--- src/rtl/simd_lane_comparator_if.sv ---
// Operand/result bus for simd_lane_comparator: valid/ready operand beat in, valid/ready result beat out.
interface simd_lane_comparator_if #(
  parameter int LANES  = 4,
  parameter int LANE_W = 8,
  parameter int CNT_W  = $clog2(LANES + 1)
) ();
  logic                    IN_VALID;
  logic                    IN_READY;
  logic [LANES*LANE_W-1:0] A;
  logic [LANES*LANE_W-1:0] B;
  logic [2:0]              F;
  logic                    SIGNED;
  logic [LANES-1:0]        LANE_EN;
  logic                    OUT_VALID;
  logic                    OUT_READY;
  logic [LANES-1:0]        MASK;
  logic [LANES*LANE_W-1:0] RES;
  logic                    ANY;
  logic                    ALL;
  logic [CNT_W-1:0]        COUNT;

  modport master (
    output IN_VALID, A, B, F, SIGNED, LANE_EN, OUT_READY,
    input  IN_READY, OUT_VALID, MASK, RES, ANY, ALL, COUNT
  );

  modport slave (
    input  IN_VALID, A, B, F, SIGNED, LANE_EN, OUT_READY,
    output IN_READY, OUT_VALID, MASK, RES, ANY, ALL, COUNT
  );
endinterface

--- src/rtl/simd_lane_comparator.sv ---
// Two-stage pipelined SIMD lane comparator: stage 1 registers per-lane eq/lt flags,
// stage 2 applies the {LT,EQ,GT} condition select and produces mask, reductions and SLT-style word.
module simd_lane_comparator #(
  parameter int LANES  = 4,
  parameter int LANE_W = 8,
  parameter int CNT_W  = $clog2(LANES + 1)
) (
  input  logic                    CLK,
  input  logic                    RST,
  simd_lane_comparator_if.slave   bus
);

  logic                    s1_valid;
  logic [LANES-1:0]        s1_eq;
  logic [LANES-1:0]        s1_lt;
  logic [2:0]              s1_f;
  logic [LANES-1:0]        s1_en;

  logic                    s2_valid;
  logic [LANES-1:0]        s2_mask;
  logic                    s2_any;
  logic                    s2_all;
  logic [CNT_W-1:0]        s2_cnt;
  logic [LANES*LANE_W-1:0] s2_res;

  logic                    s2_free;
  logic                    in_ready;
  logic                    accept;

  logic [LANES-1:0]        eq_d;
  logic [LANES-1:0]        lt_d;
  logic [LANES-1:0]        gt_s1;
  logic [LANES-1:0]        mask_d;
  logic                    any_d;
  logic                    all_d;
  logic [CNT_W-1:0]        cnt_d;
  logic [LANES*LANE_W-1:0] res_d;

  // Ready depends only on pipeline occupancy and OUT_READY, never on IN_VALID.
  assign s2_free  = ~s2_valid | bus.OUT_READY;
  assign in_ready = ~s1_valid | s2_free;
  assign accept   = bus.IN_VALID & in_ready;

  always_comb begin
    eq_d = '0;
    lt_d = '0;
    for (int unsigned i = 0; i < LANES; i++) begin
      eq_d[i] = (bus.A[i*LANE_W +: LANE_W] == bus.B[i*LANE_W +: LANE_W]);
      if (bus.SIGNED)
        lt_d[i] = ($signed(bus.A[i*LANE_W +: LANE_W]) < $signed(bus.B[i*LANE_W +: LANE_W]));
      else
        lt_d[i] = (bus.A[i*LANE_W +: LANE_W] < bus.B[i*LANE_W +: LANE_W]);
    end
  end

  always_ff @(posedge CLK or posedge RST) begin
    if (RST) begin
      s1_valid <= 1'b0;
      s1_eq    <= '0;
      s1_lt    <= '0;
      s1_f     <= '0;
      s1_en    <= '0;
    end else if (accept) begin
      s1_valid <= 1'b1;
      s1_eq    <= eq_d;
      s1_lt    <= lt_d;
      s1_f     <= bus.F;
      s1_en    <= bus.LANE_EN;
    end else if (s2_free) begin
      s1_valid <= 1'b0;
    end
  end

  assign gt_s1 = ~s1_eq & ~s1_lt;

  always_comb begin
    mask_d = s1_en & ((gt_s1 & {LANES{s1_f[0]}}) |
                      (s1_eq & {LANES{s1_f[1]}}) |
                      (s1_lt & {LANES{s1_f[2]}}));
    any_d  = |mask_d;
    all_d  = &(mask_d | ~s1_en);
    cnt_d  = '0;
    res_d  = '0;
    for (int unsigned i = 0; i < LANES; i++) begin
      cnt_d = cnt_d + CNT_W'(mask_d[i]);
      res_d[i*LANE_W +: LANE_W] = {{(LANE_W-1){1'b0}}, mask_d[i]};
    end
  end

  // Result registers only reload on a stage-1 transfer, so a stalled beat stays bit-stable.
  always_ff @(posedge CLK or posedge RST) begin
    if (RST) begin
      s2_valid <= 1'b0;
      s2_mask  <= '0;
      s2_any   <= 1'b0;
      s2_all   <= 1'b0;
      s2_cnt   <= '0;
      s2_res   <= '0;
    end else if (s2_free) begin
      s2_valid <= s1_valid;
      if (s1_valid) begin
        s2_mask <= mask_d;
        s2_any  <= any_d;
        s2_all  <= all_d;
        s2_cnt  <= cnt_d;
        s2_res  <= res_d;
      end
    end
  end

  assign bus.IN_READY  = in_ready;
  assign bus.OUT_VALID = s2_valid;
  assign bus.MASK      = s2_mask;
  assign bus.ANY       = s2_any;
  assign bus.ALL       = s2_all;
  assign bus.COUNT     = s2_cnt;
  assign bus.RES       = s2_res;

endmodule

--- src/flat_wrapper.sv ---
// flat-port wrapper written by rule: the top's interface ports become plain ports
module simd_lane_comparator_flat 
#(
  parameter int LANES  = 4,
  parameter int LANE_W = 8,
  parameter int CNT_W  = $clog2(LANES + 1)
)
  (CLK, RST, bus_IN_VALID, bus_A, bus_B, bus_F, bus_SIGNED, bus_LANE_EN, bus_OUT_READY, bus_IN_READY, bus_OUT_VALID, bus_MASK, bus_RES, bus_ANY, bus_ALL, bus_COUNT);
  simd_lane_comparator_if #(.LANES(LANES), .LANE_W(LANE_W), .CNT_W(CNT_W)) bus_i ();
  input  logic CLK;
  input  logic RST;
  input wire logic [$bits(bus_i.IN_VALID)-1:0] bus_IN_VALID;
  input wire logic [$bits(bus_i.A)-1:0] bus_A;
  input wire logic [$bits(bus_i.B)-1:0] bus_B;
  input wire logic [$bits(bus_i.F)-1:0] bus_F;
  input wire logic [$bits(bus_i.SIGNED)-1:0] bus_SIGNED;
  input wire logic [$bits(bus_i.LANE_EN)-1:0] bus_LANE_EN;
  input wire logic [$bits(bus_i.OUT_READY)-1:0] bus_OUT_READY;
  output wire logic [$bits(bus_i.IN_READY)-1:0] bus_IN_READY;
  output wire logic [$bits(bus_i.OUT_VALID)-1:0] bus_OUT_VALID;
  output wire logic [$bits(bus_i.MASK)-1:0] bus_MASK;
  output wire logic [$bits(bus_i.RES)-1:0] bus_RES;
  output wire logic [$bits(bus_i.ANY)-1:0] bus_ANY;
  output wire logic [$bits(bus_i.ALL)-1:0] bus_ALL;
  output wire logic [$bits(bus_i.COUNT)-1:0] bus_COUNT;
  assign bus_i.IN_VALID = bus_IN_VALID;
  assign bus_i.A = bus_A;
  assign bus_i.B = bus_B;
  assign bus_i.F = bus_F;
  assign bus_i.SIGNED = bus_SIGNED;
  assign bus_i.LANE_EN = bus_LANE_EN;
  assign bus_i.OUT_READY = bus_OUT_READY;
  assign bus_IN_READY = bus_i.IN_READY;
  assign bus_OUT_VALID = bus_i.OUT_VALID;
  assign bus_MASK = bus_i.MASK;
  assign bus_RES = bus_i.RES;
  assign bus_ANY = bus_i.ANY;
  assign bus_ALL = bus_i.ALL;
  assign bus_COUNT = bus_i.COUNT;
  simd_lane_comparator #(.LANES(LANES), .LANE_W(LANE_W), .CNT_W(CNT_W)) u_core (.CLK(CLK), .RST(RST), .bus(bus_i));
endmodule
--- config.mk ---
export PLATFORM = sky130hd
export DESIGN_NAME = simd_lane_comparator_flat
export DESIGN_NICKNAME = d
export VERILOG_FILES = /design/src/rtl/simd_lane_comparator_if.sv /design/src/rtl/simd_lane_comparator.sv /design/src/flat_wrapper.sv
export SDC_FILE = /design/constraint.sdc
export NUM_CORES = 1
export LEC_CHECK = 0
export ABC_AREA = 0
export CAP_MARGIN = 0
export CORE_ASPECT_RATIO = 1.75
export CORE_MARGIN = 4
export CORE_UTILIZATION = 40
export DETAILED_ROUTE_END_ITERATION = 10
export PLACE_DENSITY = 0.86
export SKIP_LAST_GASP = 1
export SLEW_MARGIN = 0
export SYNTH_ARGS = -nofsm -noshare
export SYNTH_HDL_FRONTEND = slang
export SYNTH_SLANG_ARGS = --single-unit
--- constraint.sdc ---
create_clock -name CLK -period 2.85 [get_ports CLK]
set_input_delay 0.57 -clock CLK [delete_from_list [all_inputs] [get_ports CLK]]
set_output_delay 0.57 -clock CLK [all_outputs]
set_load 0.05 [all_outputs]
* Word-level counts from Yosys, hierarchy flattened
Cells that the tools add are included.
** Cells by class
- Muxes and demuxes :: 6
- Eq/ne operators :: 4
- Magnitude comparators :: 8
- Reduce and logical (&&, ||, !) cells :: 4
- $add $sub $neg :: 3
- Bitwise operators :: 16
** Operators by type and width (count)
- $lt 8x8->1 :: 8
- $eq 8x8->1 :: 4
- $and 4x4->4 :: 5
- $not 4->4 :: 3
- $or 4x4->4 :: 3
- $add 3x1->3 :: 2
- $mux 1 :: 6
- $reduce_and 4->1 :: 1
- $reduce_or 4->1 :: 1
- $add 1x1->2 :: 1
- $not 1->1 :: 2
- $or 1x1->1 :: 2
- $reduce_and 2->1 :: 1
- $reduce_bool 2->1 :: 1
- $and 1x1->1 :: 1
** Storage, ports and cells
- Word-level logic and storage cells :: 51
- Register bits after elaboration :: 26
- Output and inout bits :: 43
- Bits of input ports :: 76

* Depth between registers and ports, before layout
Gate-level depths: netlist of the first run.
- Depth after elaboration :: 9
- Mapped depth :: 9
- Gate-level depth less buffers :: 9

* Worst setup path before layout of the first run
Ideal clock, no wire load.
- Path type :: register -> register
- Start point :: register u_core.s2_valid, in the netlist u_core.bus.OUT_VALID
- End point :: register u_core.s1_lt[0]
- Required time :: 2.731 ns
- Clock period less this slack :: 2.074 ns
- Stages on the path, launching flop included :: 6
- Setup time :: 0.119 ns
- Data arrival time :: 1.956 ns
- Setup slack :: 0.776 ns
- Buffers on the path :: 2
- Path through :: dfrtp_1 nand3b_1 and2_1 buf_6 buf_6 o21a_1
** On the way
- Longest elaborated chain between the ends :: 4
** RTL lines
- from (decl) :: RTL line simd_lane_comparator.sv:19 : logic s2_valid;
- from (signal assigned) :: RTL line simd_lane_comparator.sv:100 : s2_valid <= s1_valid;
- $not 1->1 :: RTL line simd_lane_comparator.sv:40 : assign s2_free = ~s2_valid | bus.OUT_READY;
- $or 1x1->1 :: RTL line simd_lane_comparator.sv:40
- $or 1x1->1 :: RTL line simd_lane_comparator.sv:41 : assign in_ready = ~s1_valid | s2_free;
- net bus_IN_READY :: RTL line flat_wrapper.sv:19 : output wire logic [$bits(bus_i.IN_READY)-1:0] bus_IN_READY;
- $and 1x1->1 :: RTL line simd_lane_comparator.sv:42 : assign accept = bus.IN_VALID & in_ready;
- to (signal assigned) :: RTL line simd_lane_comparator.sv:66 : s1_lt <= lt_d;
- to (decl) :: RTL line simd_lane_comparator.sv:15 : logic [LANES-1:0] s1_lt;
The timed path passes the listed nets, and every way through them passes these cells.
A chain may end at the register's enable or synchronous reset.

* Worst setup path after layout of the first run
- Start point :: register u_core.s1_lt[0]
- End point :: register u_core.s2_cnt[1], in the netlist u_core.bus.COUNT[1]
** On the way
- Longest elaborated chain between the ends :: 9
- Elaborated cells between the ends (all ways) :: 10
- Classes of those cells :: add/sub (3); bitwise (7)
** RTL lines
- $not 4->4 :: RTL line simd_lane_comparator.sv:74 : assign gt_s1 = ~s1_eq & ~s1_lt;
- $and 4x4->4 :: RTL line simd_lane_comparator.sv:74
- $and 4x4->4 :: RTL line simd_lane_comparator.sv:77 : mask_d = s1_en & ((gt_s1 & {LANES{s1_f[0]}}) |
- $or 4x4->4 :: RTL line simd_lane_comparator.sv:77
- $or 4x4->4 (*) :: RTL line simd_lane_comparator.sv:78 : (s1_eq & {LANES{s1_f[1]}}) |
- $and 4x4->4 (*) :: RTL line simd_lane_comparator.sv:77
- $add 1x1->2 (*) :: RTL line simd_lane_comparator.sv:85 : cnt_d = cnt_d + CNT_W'(mask_d[i]);
- $add 3x1->3 (*) (2 in series) :: RTL line simd_lane_comparator.sv:85
- net u_core.cnt_d[1] :: RTL line simd_lane_comparator.sv:36 : logic [CNT_W-1:0] cnt_d;
- to (signal assigned) :: RTL line simd_lane_comparator.sv:105 : s2_cnt <= cnt_d;
- to (decl) :: RTL line simd_lane_comparator.sv:23 : logic [CNT_W-1:0] s2_cnt;
Mark *: on every way through the listed nets, which the timed path passes. The rest lies on a longest branch.

==> results of run 1 <==
state kept, by name, indices dropped and copies added (netlist names):
signal / count
u_core.bus.ANY: 1
u_core.bus.MASK: 4
u_core.bus.COUNT: 3
u_core.bus.ALL: 1
u_core.s1_lt: 4
u_core.s1_f: 3
u_core.s1_eq: 4
u_core.s1_valid: 1
u_core.s1_en: 4
u_core.bus.OUT_VALID: 1
Yosys cell counts:
master,number
o21a_1,3
ha_1,35
dfrtp_1,26
clkbuf_1,1
o21ai_1,3
a21oi_1,11
a221o_1,2
nand3_1,2
a22oi_1,2
buf_1,1
a21o_1,2
o21bai_1,1
o2111ai_1,1
nor2b_1,3
buf_6,2
o221a_2,1
conb_1,1
o21ai_0,7
nand2_2,2
nand4_1,8
o221ai_1,3
inv_1,44
nand3b_1,2
nor2_1,3
nor3b_1,2
a31oi_1,2
nand2_1,34
or3b_1,2
fa_1,1
mux2_2,2
nand2b_1,4
o211ai_1,6
o31ai_1,5
buf_4,32
xor2_1,3
and2_1,1
buf_2,1
power by group:
group	total (W)	switching, W	leakage [nW]	internal (W)
clock	0.000234	0.000110	0.0288	0.000123
combinational	0.000651	0.000391	1.21	0.000261
sequential	0.000464	0.0000401	0.327	0.000424
logic make-up after synthesis:
logic type,share of synthesized area [%]
muxes,1.01
other,0.168
adders and majority gates,20.5
and+or+nand+nor,13.8
AOI/OAI and AO/OA,14.6
DFF,29.1
buffers and inverters,19.7
xor gates and xnor gates,1.17
final timing paths:
| path | cells after the start | end | slack, ps |
|---|---|---|---|
| setup reg to reg | 9 | u_core.bus.COUNT[1] | 650 |
| hold reg to reg | 1 | u_core.bus.ANY | 490 |
| max in group asynchronous | 3 | u_core.s1_f[2] | 1950 |
| min in group asynchronous | 3 | u_core.bus.COUNT[1] | 650 |
| setup / recovery | 9 | u_core.bus.COUNT[1] | 650 |
| hold / removal | 1 | u_core.bus.ANY | 490 |
layer usage:
metal	GRT usage, %	share of wire [%]	vias up
met2	32.6	61	75
li1	-	-	989
met4	4.39	1.7	0
met1	12.0	31	929
met5	0	0	-
met3	2.62	6.2	10
area by class of cell:
class,instances,area (µm²)
inverters,44,165
well taps,74,92.6
clock buffers,4,55.1
multi-input cells,181,1250
repair buffers,92,913
flip-flops and latches,26,651
fillers,508,2220
critical path, stage by stage, from the launching register on:
cell     delay [ps]
dfrtp_1         410
nor3b_1         200
a221o_1         160
nand2_1         100
ha_1            290
inv_1            50
fa_1            350
inv_1            60
ha_1            210
mux2_2          260
metrics by stage:
stage               setup slack, ps  power [W]  cells
floorplan                       776   0.000932    288
global placement                641    0.00111    417
detailed placement              556    0.00113    417
CTS                             645    0.00136    421
global route                    496    0.00144    421
finish                          654    0.00135    421
==> flow_metrics.env, run 1 <==
export IMPL_status="complete, no violations"
export IMPL_fin_crit_ps=2200
export IMPL_grt_start_max_net_pins=27
export IMPL_drc=0
export IMPL_worstPathArrival_ps=2350
export IMPL_hold_violations=0
export IMPL_fp_dieW_um=64.5
export IMPL_grtUsageTotal_pct=14.7
export IMPL_slew_headroom_pct=66.6
export IMPL_fin_crit_sh_pct=77.1
export IMPL_hp_class="reg -> reg"
export IMPL_yosys_warnings=0
export IMPL_postPlaceCellArea_um2=3070
export IMPL_ctsHoldBuffers=0
export IMPL_final_cell_mix="89 x clkdlybuf4s50_1, 44 x inv_1, 35 x ha_1"
export IMPL_critPathRequiredTime_ps=3010
export IMPL_finClkSkew_ps=2.19
export IMPL_grt_pass1_wl_mm=8.19
export IMPL_ant_nets=0
export IMPL_rsz0062_at_grt="no"
export IMPL_grt_pass1_vias=2060
export IMPL_vias=2003
export IMPL_final_nets=460
export IMPL_clockRootBuffer="clkbuf_8"
export IMPL_cp_startpoint="u_core.s1_lt[0]"
export IMPL_setup_viol=0
export IMPL_timing_rr_start="u_core.s1_lt[0]"
export IMPL_final_common_cell="clkdlybuf4s50_1"
export IMPL_core_um2=5340
export IMPL_hpwl_mm=4.64
export IMPL_yosysSeqAreaShare_pct=29.1
export IMPL_cts_buffer_depth=2
export IMPL_die_h_um=107
export IMPL_die_area_um2=6900
export IMPL_cts_tree="built"
export IMPL_rows=35
export IMPL_vdd_ir_drop_worst_mv=0.191
export IMPL_synthTopCellsByArea="dfrtp_1 29%, ha_1 20%, buf_4 11%"
export IMPL_synth_distinct_cells=37
export IMPL_tns_ps=0
export IMPL_wire_per_inst_um=12.2
export IMPL_gp_congestion=0.790
export IMPL_htree_num_levels=1
export IMPL_critPathKind="reg -> reg"
export IMPL_ctsResizeCount=0
export IMPL_finalWirelength_mm=5.12
export IMPL_cp_max_fo=3
export IMPL_final_area_um2=3120
export IMPL_ios=119
export IMPL_post_cts_buffers=0
export IMPL_synth_top_area_share_pct=29.1
export IMPL_leakagePower_nw=1.57
export IMPL_fin_util_pct=58.5
export IMPL_start_util_pct=41.9
export IMPL_powerDensity_nw_per_um2=432
export IMPL_clkSlewWorstSetupHoldPaths_ps=90
export IMPL_fmax_mhz=455
export IMPL_vias_per_cell=4.76
export IMPL_crit_path_end_kind="register"
export IMPL_clock_latency_ps=270
export IMPL_antenna_found_initial=0
export IMPL_antenna_cells=0
export IMPL_numClockSinks=26
export IMPL_syn_to_final_growth_pct=39.7
export IMPL_syn_area_um2=2240
export IMPL_whs_ps=485
export IMPL_drv_slew=0
export IMPL_synth_cells=261
export IMPL_cts_buffers=3
export IMPL_avgSynthCellArea_um2=8.57
export IMPL_worst_pin_slew_ps=499
export IMPL_dr_pass1_iters=4
export IMPL_yosys_register_bits=26
export IMPL_gr_total_overflow=0
export IMPL_port_buffers=90
export IMPL_cp_start_kind="register"
export IMPL_hold_path_startpoint="u_core.bus.ANY"
export IMPL_maxCapViolCount=0
export IMPL_drt_iter0_drc=49
export IMPL_yosys_area_top_type="dfrtp_1"
export IMPL_layout_drive_gt1_share_pct=3.46
Power figures use the tool's default switching activity.
==> run 2, diff against run 1 <==
- clock period: 2.85 -> 2.1 ns (I/O delays scaled with it)
==> run 2 against run 1 <==
  * The flow now finishes with violations (negative setup slack)
  * Via count rose by 1.6%
  * Clock skew rose by 3.8 ps
  * Final area rose by 4.3%
  * Critical path depth unchanged
  * Die area did not move
  * Sequential share of layout area shrank 0.86 points
  * Clock-buffer cell count fell by 1
  * Critical path type unchanged
  * Critical endpoint unchanged
  * Largest power group unchanged
  * Highest routed layer unchanged
==> flow_metrics.env, run 2 (synthesized netlist as in run 1, its figures left out) <==
export IMPL_status="finished, violations left"
export IMPL_failed_checks="negative setup slack"
export IMPL_drt_iter0_drc=64
export IMPL_final_nets=469
export IMPL_leakagePower_nw=1.63
export IMPL_timing_rr_start="u_core.s1_lt[1]"
export IMPL_grt_pass1_vias=2024
export IMPL_fmax_mhz=457
export IMPL_ant_nets=0
export IMPL_numClockSinks=26
export IMPL_fp_dieW_um=64.5
export IMPL_finClkSkew_ps=6.03
export IMPL_die_area_um2=6900
export IMPL_final_setup_worst_slack_ps=-86.3
export IMPL_setup_viol=1
export IMPL_routed_wl_met2_mm=3.16
export IMPL_fin_crit_sh_pct=104
export IMPL_hold_violations=0
export IMPL_route_met3_wl_um=328
export IMPL_rows=35
export IMPL_final_common_cell="clkdlybuf4s50_1"
export IMPL_fin_crit_ps=2190
export IMPL_final_cell_mix="89 x clkdlybuf4s50_1, 42 x inv_1, 34 x ha_1"
export IMPL_vdd_ir_drop_worst_mv=0.405
export IMPL_cts_tree="built"
export IMPL_grtUsageTotal_pct=14.8
export IMPL_die_h_um=107
export IMPL_fin_util_pct=61.0
export IMPL_hpwl_mm=4.51
export IMPL_ios=119
export IMPL_finalWirelength_mm=5.25
export IMPL_cts_buffer_depth=2
export IMPL_drc=0
export IMPL_critPathRequiredTime_ps=2270
export IMPL_highest_layer="met4"
export IMPL_final_area_um2=3260
export IMPL_layout_drive_gt1_share_pct=8.15
export IMPL_rsz0062_at_grt="yes"
export IMPL_critPathKind="reg -> reg"
export IMPL_clock_latency_ps=270
export IMPL_wl_met1_mm=1.66
export IMPL_grt_start_max_net_pins=27
export IMPL_gr_total_overflow=0
export IMPL_antenna_cells=0
export IMPL_antenna_found_initial=0
export IMPL_ctsHoldBuffers=0
export IMPL_vias=2036
export IMPL_gp_congestion=0.813
export IMPL_cts_buffers=3
export IMPL_crit_path_end_kind="register"
export IMPL_clockRootBuffer="clkbuf_8"
export IMPL_dp_cells=424
export IMPL_syn_to_final_growth_pct=45.6
export IMPL_dp_slack_ps=-84.9
export IMPL_grt_pass1_wl_mm=8.30
export IMPL_postPlaceCellArea_um2=3130
export IMPL_slew_headroom_pct=66.6
export IMPL_hp_class="in -> async"
export IMPL_worstPathArrival_ps=2350
export IMPL_core_um2=5340
export IMPL_maxCapViolCount=0
export IMPL_worst_pin_slew_ps=499
export IMPL_powerDensity_nw_per_um2=611
export IMPL_vias_per_cell=4.73
export IMPL_cp_max_fo=2
export IMPL_clkSlewWorstSetupHoldPaths_ps=90
export IMPL_drv_slew=0
export IMPL_whs_ps=485
export IMPL_port_buffers=90
export IMPL_cp_startpoint="u_core.s1_lt[1]"
export IMPL_fill_cells=470
export IMPL_htree_num_levels=1
export IMPL_cp_start_kind="register"
export IMPL_fin_cells=430
export IMPL_dr_pass1_iters=4
export IMPL_wire_per_inst_um=12.2
export IMPL_start_util_pct=41.9
[run 2: worst max-delay path, cell delays in order (launching register included)]
cell and delay (ps):
dfrtp_1 430, buf_6 130, a221o_1 370, nand2_2 120, ha_4 130, inv_2 30, fa_2 320, inv_2 60
ha_1 230, mux2_2 260
[run 2: final timing paths]
kind                                            end  cells past startpoint  slack, ps
max in group asynchronous           u_core.s1_en[1]                      3       1360
worst min register to register       u_core.bus.ANY                      1        490
min in group CLK                     u_core.bus.ANY                      1        490
worst max register to register  u_core.bus.COUNT[1]                      9        -90
worst max-delay path            u_core.bus.COUNT[1]                      9        -90
worst min-delay path                u_core.s1_valid                      3        490
[run 2: layout make-up]
| cell class | count | area (µm²) | area share (%) |
|---|---|---|---|
| Sequential cell | 26 | 651 | 20.0 |
| Clock buffer | 3 | 41.3 | 1.27 |
| Tap cell | 74 | 92.6 | 2.84 |
| Inverter | 44 | 165 | 5.07 |
| Timing Repair Buffer | 101 | 997 | 30.6 |
| Clock inverter | 1 | 30.0 | 0.922 |
| Multi-Input combinational cell | 181 | 1280 | 39.3 |
[run 2: where the power goes]
group	total, W	switching, W	leakage (nW)	internal [W]
logic	0.000942	0.000548	1.27	0.000394
clock network	0.000413	0.000158	0.0357	0.000255
registers	0.000635	0.0000600	0.327	0.000575
total	0.00199	0.000766	1.63	0.00122
[run 2: routing by layer]
metal	up-vias	global-route usage [%]
met4	0	4.08
met3	11	2.10
met5	-	0
met1	945	13.1
li1	1004	-
met2	76	32.0
[run 2: what timing repair did]
item | in CTS | in global routing
setup endpoints to repair | 1 | 3
hold endpoints to repair | 0 | 0
pin swaps | 2 | 2
gates resized for setup | 3 | 7
gates cloned | 0 | 0
buffers inserted | 1 | 1
[run 2: stage by stage]
stage               TNS (ps)  total power [W]
floorplan                  0          0.00127
finish                 -86.3          0.00199
detailed placement     -84.9          0.00155
global route            -145          0.00210
CTS                    -3.04          0.00197
global placement           0          0.00153
==> RTL change 1: new RTL, flow settings as in run 2 <==
Reset style: synchronous (`RST`), changed in 2 clocked blocks.
--- a/src/rtl/simd_lane_comparator.sv
+++ b/src/rtl/simd_lane_comparator.sv
@@ -54,5 +54,5 @@
   end
 
-  always_ff @(posedge CLK or posedge RST) begin
+  always_ff @(posedge CLK) begin
     if (RST) begin
       s1_valid <= 1'b0;
@@ -89,5 +89,5 @@
 
   // Result registers only reload on a stage-1 transfer, so a stalled beat stays bit-stable.
-  always_ff @(posedge CLK or posedge RST) begin
+  always_ff @(posedge CLK) begin
     if (RST) begin
       s2_valid <= 1'b0;
Function: differs if RST is asserted again (counterexample within 4 cycles, from zero or initial values and one cycle with RST high); with RST held inactive, the same outputs for 10 cycles.
==> RTL change 1 against run 2 <==
- sequential cell count stayed put
- cell count is 4.4% higher
- core utilization is 1.7 points lower
- count of clock-buffer cells in the layout is 1 higher
- setup slack better by 0.24 ns
- combinational power is 45% lower
- routed wire length is 3.9% lower
- sequential power is 17% lower
- cell area is 3.5% lower
- power is 32% lower
- area after synthesis is 2.2% lower
- sequential share of layout area is 3.4 points lower
- critical path type unchanged
==> RTL change 1: results (changes against run 2) <==
* Clock buffers at 4 (+1)
* Capturing point of the worst reg2reg path: u_core.bus.COUNT[1]
* Clock Skews at 0.006376 ns (+0.0003500 ns)
* Worst Max-Slew Pin Slew at 0.5159 ns (+0.01645 ns)
* Reg-to-reg setup timing slack at 0.15 ns (+0.24 ns)
* Critical Path Slowest Stage Cell: dfxtp_2
* Placed cell count at 444 (+4.7%)
* Non-filler cells, final at 449 (+4.4%)
* M1 WL at 1698 um (+2.2%)
* Worst Hold Class: register to register
* Detail Placement HPWL at 4532 um (+0.51%)
* # fillers at 506 (+7.7%)
* Gp weighted congestion at 0.7948 (-2.2%)
* Nets at 488 (+4.1%)
* Path depth of the worst reg2reg path at 10 (+1)
* Mapped Area at 2188 um2 (-2.2%)
* Prevailing post-synth register cell: dfxtp_1
* Reg2Reg Launch Point: u_core.s1_f[0]
* Peak supply drop at 286.4 uV (-29%)
* Synth Area in XOR/XNOR at 0% (-1.2 points)
* Post-synthesis compound-gate area fraction at 17.32% (+2.7 points)
* Fmax at 0.5130 GHz (+12%)
* Placed instance area at 3069 um2 (-2.1%)
* Multi-input combinational area share at 43.27% (+3.9 points)
* Status: finished clean
* Met3 routed WL at 303 um (-7.6%)
* Setup Slack @ Placement at -0.1076 ns (-0.02270 ns)
* Vias in the first global route at 2,166 (+7.0%)
* Max FO, Critical Path at 5 (+3)
* Adder-cell share of the synthesized area at 20.93% (+0.46 points)
* Gr usage total at 15.11% (+0.36 points)
* Mux contribution to synthesized area at 0% (-1.0 points)
* Ranking of synthesized cells by area: dfxtp_1 (24%), ha_1 (20%), buf_4 (11%), a21oi_1 (8.5%), inv_1 (6.9%)
* Met1 usage at 13.28% (+0.15 points)
* Synth cell types at 35 (-5.4%)
* DR iter-0 viols at 66 (+3.1%)
* Sequential cells at 26 (unchanged)
* M2 GR Usage at 32.27% (+0.25 points)
* Seq area share at 16.60% (-3.4 points)
* First-pass GRT wire length at 8452 um (+1.8%)
* Wire per inst at 11.24 um (-8.0%)
## RTL change 1: how the worst min path moves through the flow
stage | endpoint | slack [ns] | cells past startpoint
after global placement | u_core.bus.COUNT[2] | 0.44 | 2
after global routing | u_core.bus.ALL | 0.49 | 2
after CTS | u_core.bus.COUNT[2] | 0.46 | 2
final | u_core.bus.COUNT[2] | 0.46 | 2
after floorplan | u_core.s1_en[2] | 0.45 | 2
after detailed placement | u_core.bus.COUNT[2] | 0.45 | 2
## RTL change 1: cells by family (layout without fill, tap and decap cells)
logic type | Yosys count | after routing
flops | 26 | 26
compound gates | 61 | 61
buf+inv | 79 | 141
fa+ha+maj | 36 | 36
simple gates | 83 | 83
other cells | 1 | 28
## RTL change 1: power by group
group	switching [mW]	internal (mW)
Combinational	0.281	0.239
Clock	0.142	0.167
Sequential	0.0169	0.514
## RTL change 1: repair_timing
action,in CTS,in global routing
setup endpoints to repair,0,2
buffers inserted,0,1
gates resized for setup,0,3
==> RTL change 2: new RTL, flow settings as in run 2 <==
Made on the original files. `LANE_W` is set to 8 in 3 places; all go to 12.
--- a/src/rtl/simd_lane_comparator_if.sv
+++ b/src/rtl/simd_lane_comparator_if.sv
@@ -2,5 +2,5 @@
 interface simd_lane_comparator_if #(
   parameter int LANES  = 4,
-  parameter int LANE_W = 8,
+  parameter int LANE_W = 12,
   parameter int CNT_W  = $clog2(LANES + 1)
 ) ();
--- a/src/rtl/simd_lane_comparator.sv
+++ b/src/rtl/simd_lane_comparator.sv
@@ -3,5 +3,5 @@
 module simd_lane_comparator #(
   parameter int LANES  = 4,
-  parameter int LANE_W = 8,
+  parameter int LANE_W = 12,
   parameter int CNT_W  = $clog2(LANES + 1)
 ) (
--- a/src/flat_wrapper.sv
+++ b/src/flat_wrapper.sv
@@ -3,5 +3,5 @@
 #(
   parameter int LANES  = 4,
-  parameter int LANE_W = 8,
+  parameter int LANE_W = 12,
   parameter int CNT_W  = $clog2(LANES + 1)
 )
Interface: changed (resized bus_A, bus_B and bus_RES); port bits go from 119 to 167. No check against the original RTL was run, so the function may have changed too.
==> RTL change 2 against run 2 <==
- the flow still finishes with violations (negative setup slack)
- area after synthesis grew 25%
- power rose by 23%
- cell area rose by 31%
- routed wire length up 38%
- die area grew 22%
- synthesized cell count rose by 26%
- setup slack improved by 0.066 ns
- clock power rose by 13%
- via count up 32%
- non-clock buffer count rose by 49
- sequential cell count unchanged
- cell count grew 30%
==> RTL change 2: results (changes against run 2) <==
* Critical Path Source: u_core.s1_lt[0]
* Layout cell share with drive strength beyond 1 at 10.92% (+2.8 points)
* Buffer share of cell area at 34.13% (+3.5 points)
* Nets at 637 (+36%)
* Clock buffers at 4 (+1)
* M1 WL at 2177 um (+31%)
* Max FO, Critical Path at 3 (+1)
* Failing checks: negative setup slack
* M2 GR Usage at 35.06% (+3.0 points)
* Met3 routed WL at 542 um (+65%)
* Setup Viol. Count Final at 1 (unchanged)
* DR iter-0 viols at 65 (+1.6%)
* Area occupied by multi-input gates at 1754 um2 (+37%)
* Status: finished, violations left
* Clock-net power at 0.466 mW (+13%)
* Peak supply drop at 358.0 uV (-12%)
* Leak at 2.167 nW (+33%)
* Mux contribution to synthesized area at 4.715% (+3.7 points)
* # fillers at 573 (+22%)
* Synth Area in XOR/XNOR at 0% (-1.2 points)
* Seq/Total Area, Yosys at 23.35% (-5.7 points)
* Synth cell types at 39 (+5.4%)
* Largest net degree at the start of global routing at 23 (-15%)
* Non-Clock Buffer Count at 150 (+49%)
* Worst Max-Slew Pin Slew at 0.4989 ns (-0.0005453 ns)
* Post-synth top cells: inv_1 (55), ha_1 (51), buf_4 (48), nand2_1 (28), dfrtp_1 (26)
* Register Area at 651.9 um2 (+0.19%)
* Port Buffers at 122 (+36%)
* Clock Skews at 0.004699 ns (-0.001327 ns)
* Ranking of synthesized cells by area: dfrtp_1 (23%), ha_1 (23%), buf_4 (13%), inv_1 (7.4%), nand2_1 (3.8%)
* Final worst slack at -0.02060 ns (+0.06565 ns)
* Vias in the first global route at 2,758 (+36%)
* Wire per inst at 12.90 um (+5.7%)
* Psw at 0.9956 mW (+30%)
[RTL change 2: kinds of logic (layout without fill, tap and decap cells)]
kind of cell,after synthesis,after routing
AO/OA/AOI/OAI,56,56
adder cells (fa/ha/maj),52,52
buffers and inverters,106,209
flip-flops,26,26
multiplexers,12,12
other,1,44
AND/OR/NAND/NOR,77,77
[RTL change 2: worst reg2reg max path, delay by kind of cell, from the launching register on]
kind            cells  cell delay (ns)
compound gates      1             0.18
fa+ha+maj           3             0.80
buf+inv             2             0.09
flops               1             0.42
mux                 1             0.25
simple gates        2             0.27
[RTL change 2: stage by stage]
stage	total power, mW	instance area, um2	utilization [%]	hold slack (ns)	std cells
2_1_floorplan	1.523	2949	-	0.4568	373
3_3_place_gp	1.912	4126	60.62	0.4610	555
3_5_place_dp	1.956	4126	60.62	0.4763	555
4_1_cts	2.433	4233	62.19	0.4551	559
5_1_grt	2.582	4260	62.59	0.4960	560
6_report	2.440	4260	62.59	0.4362	560
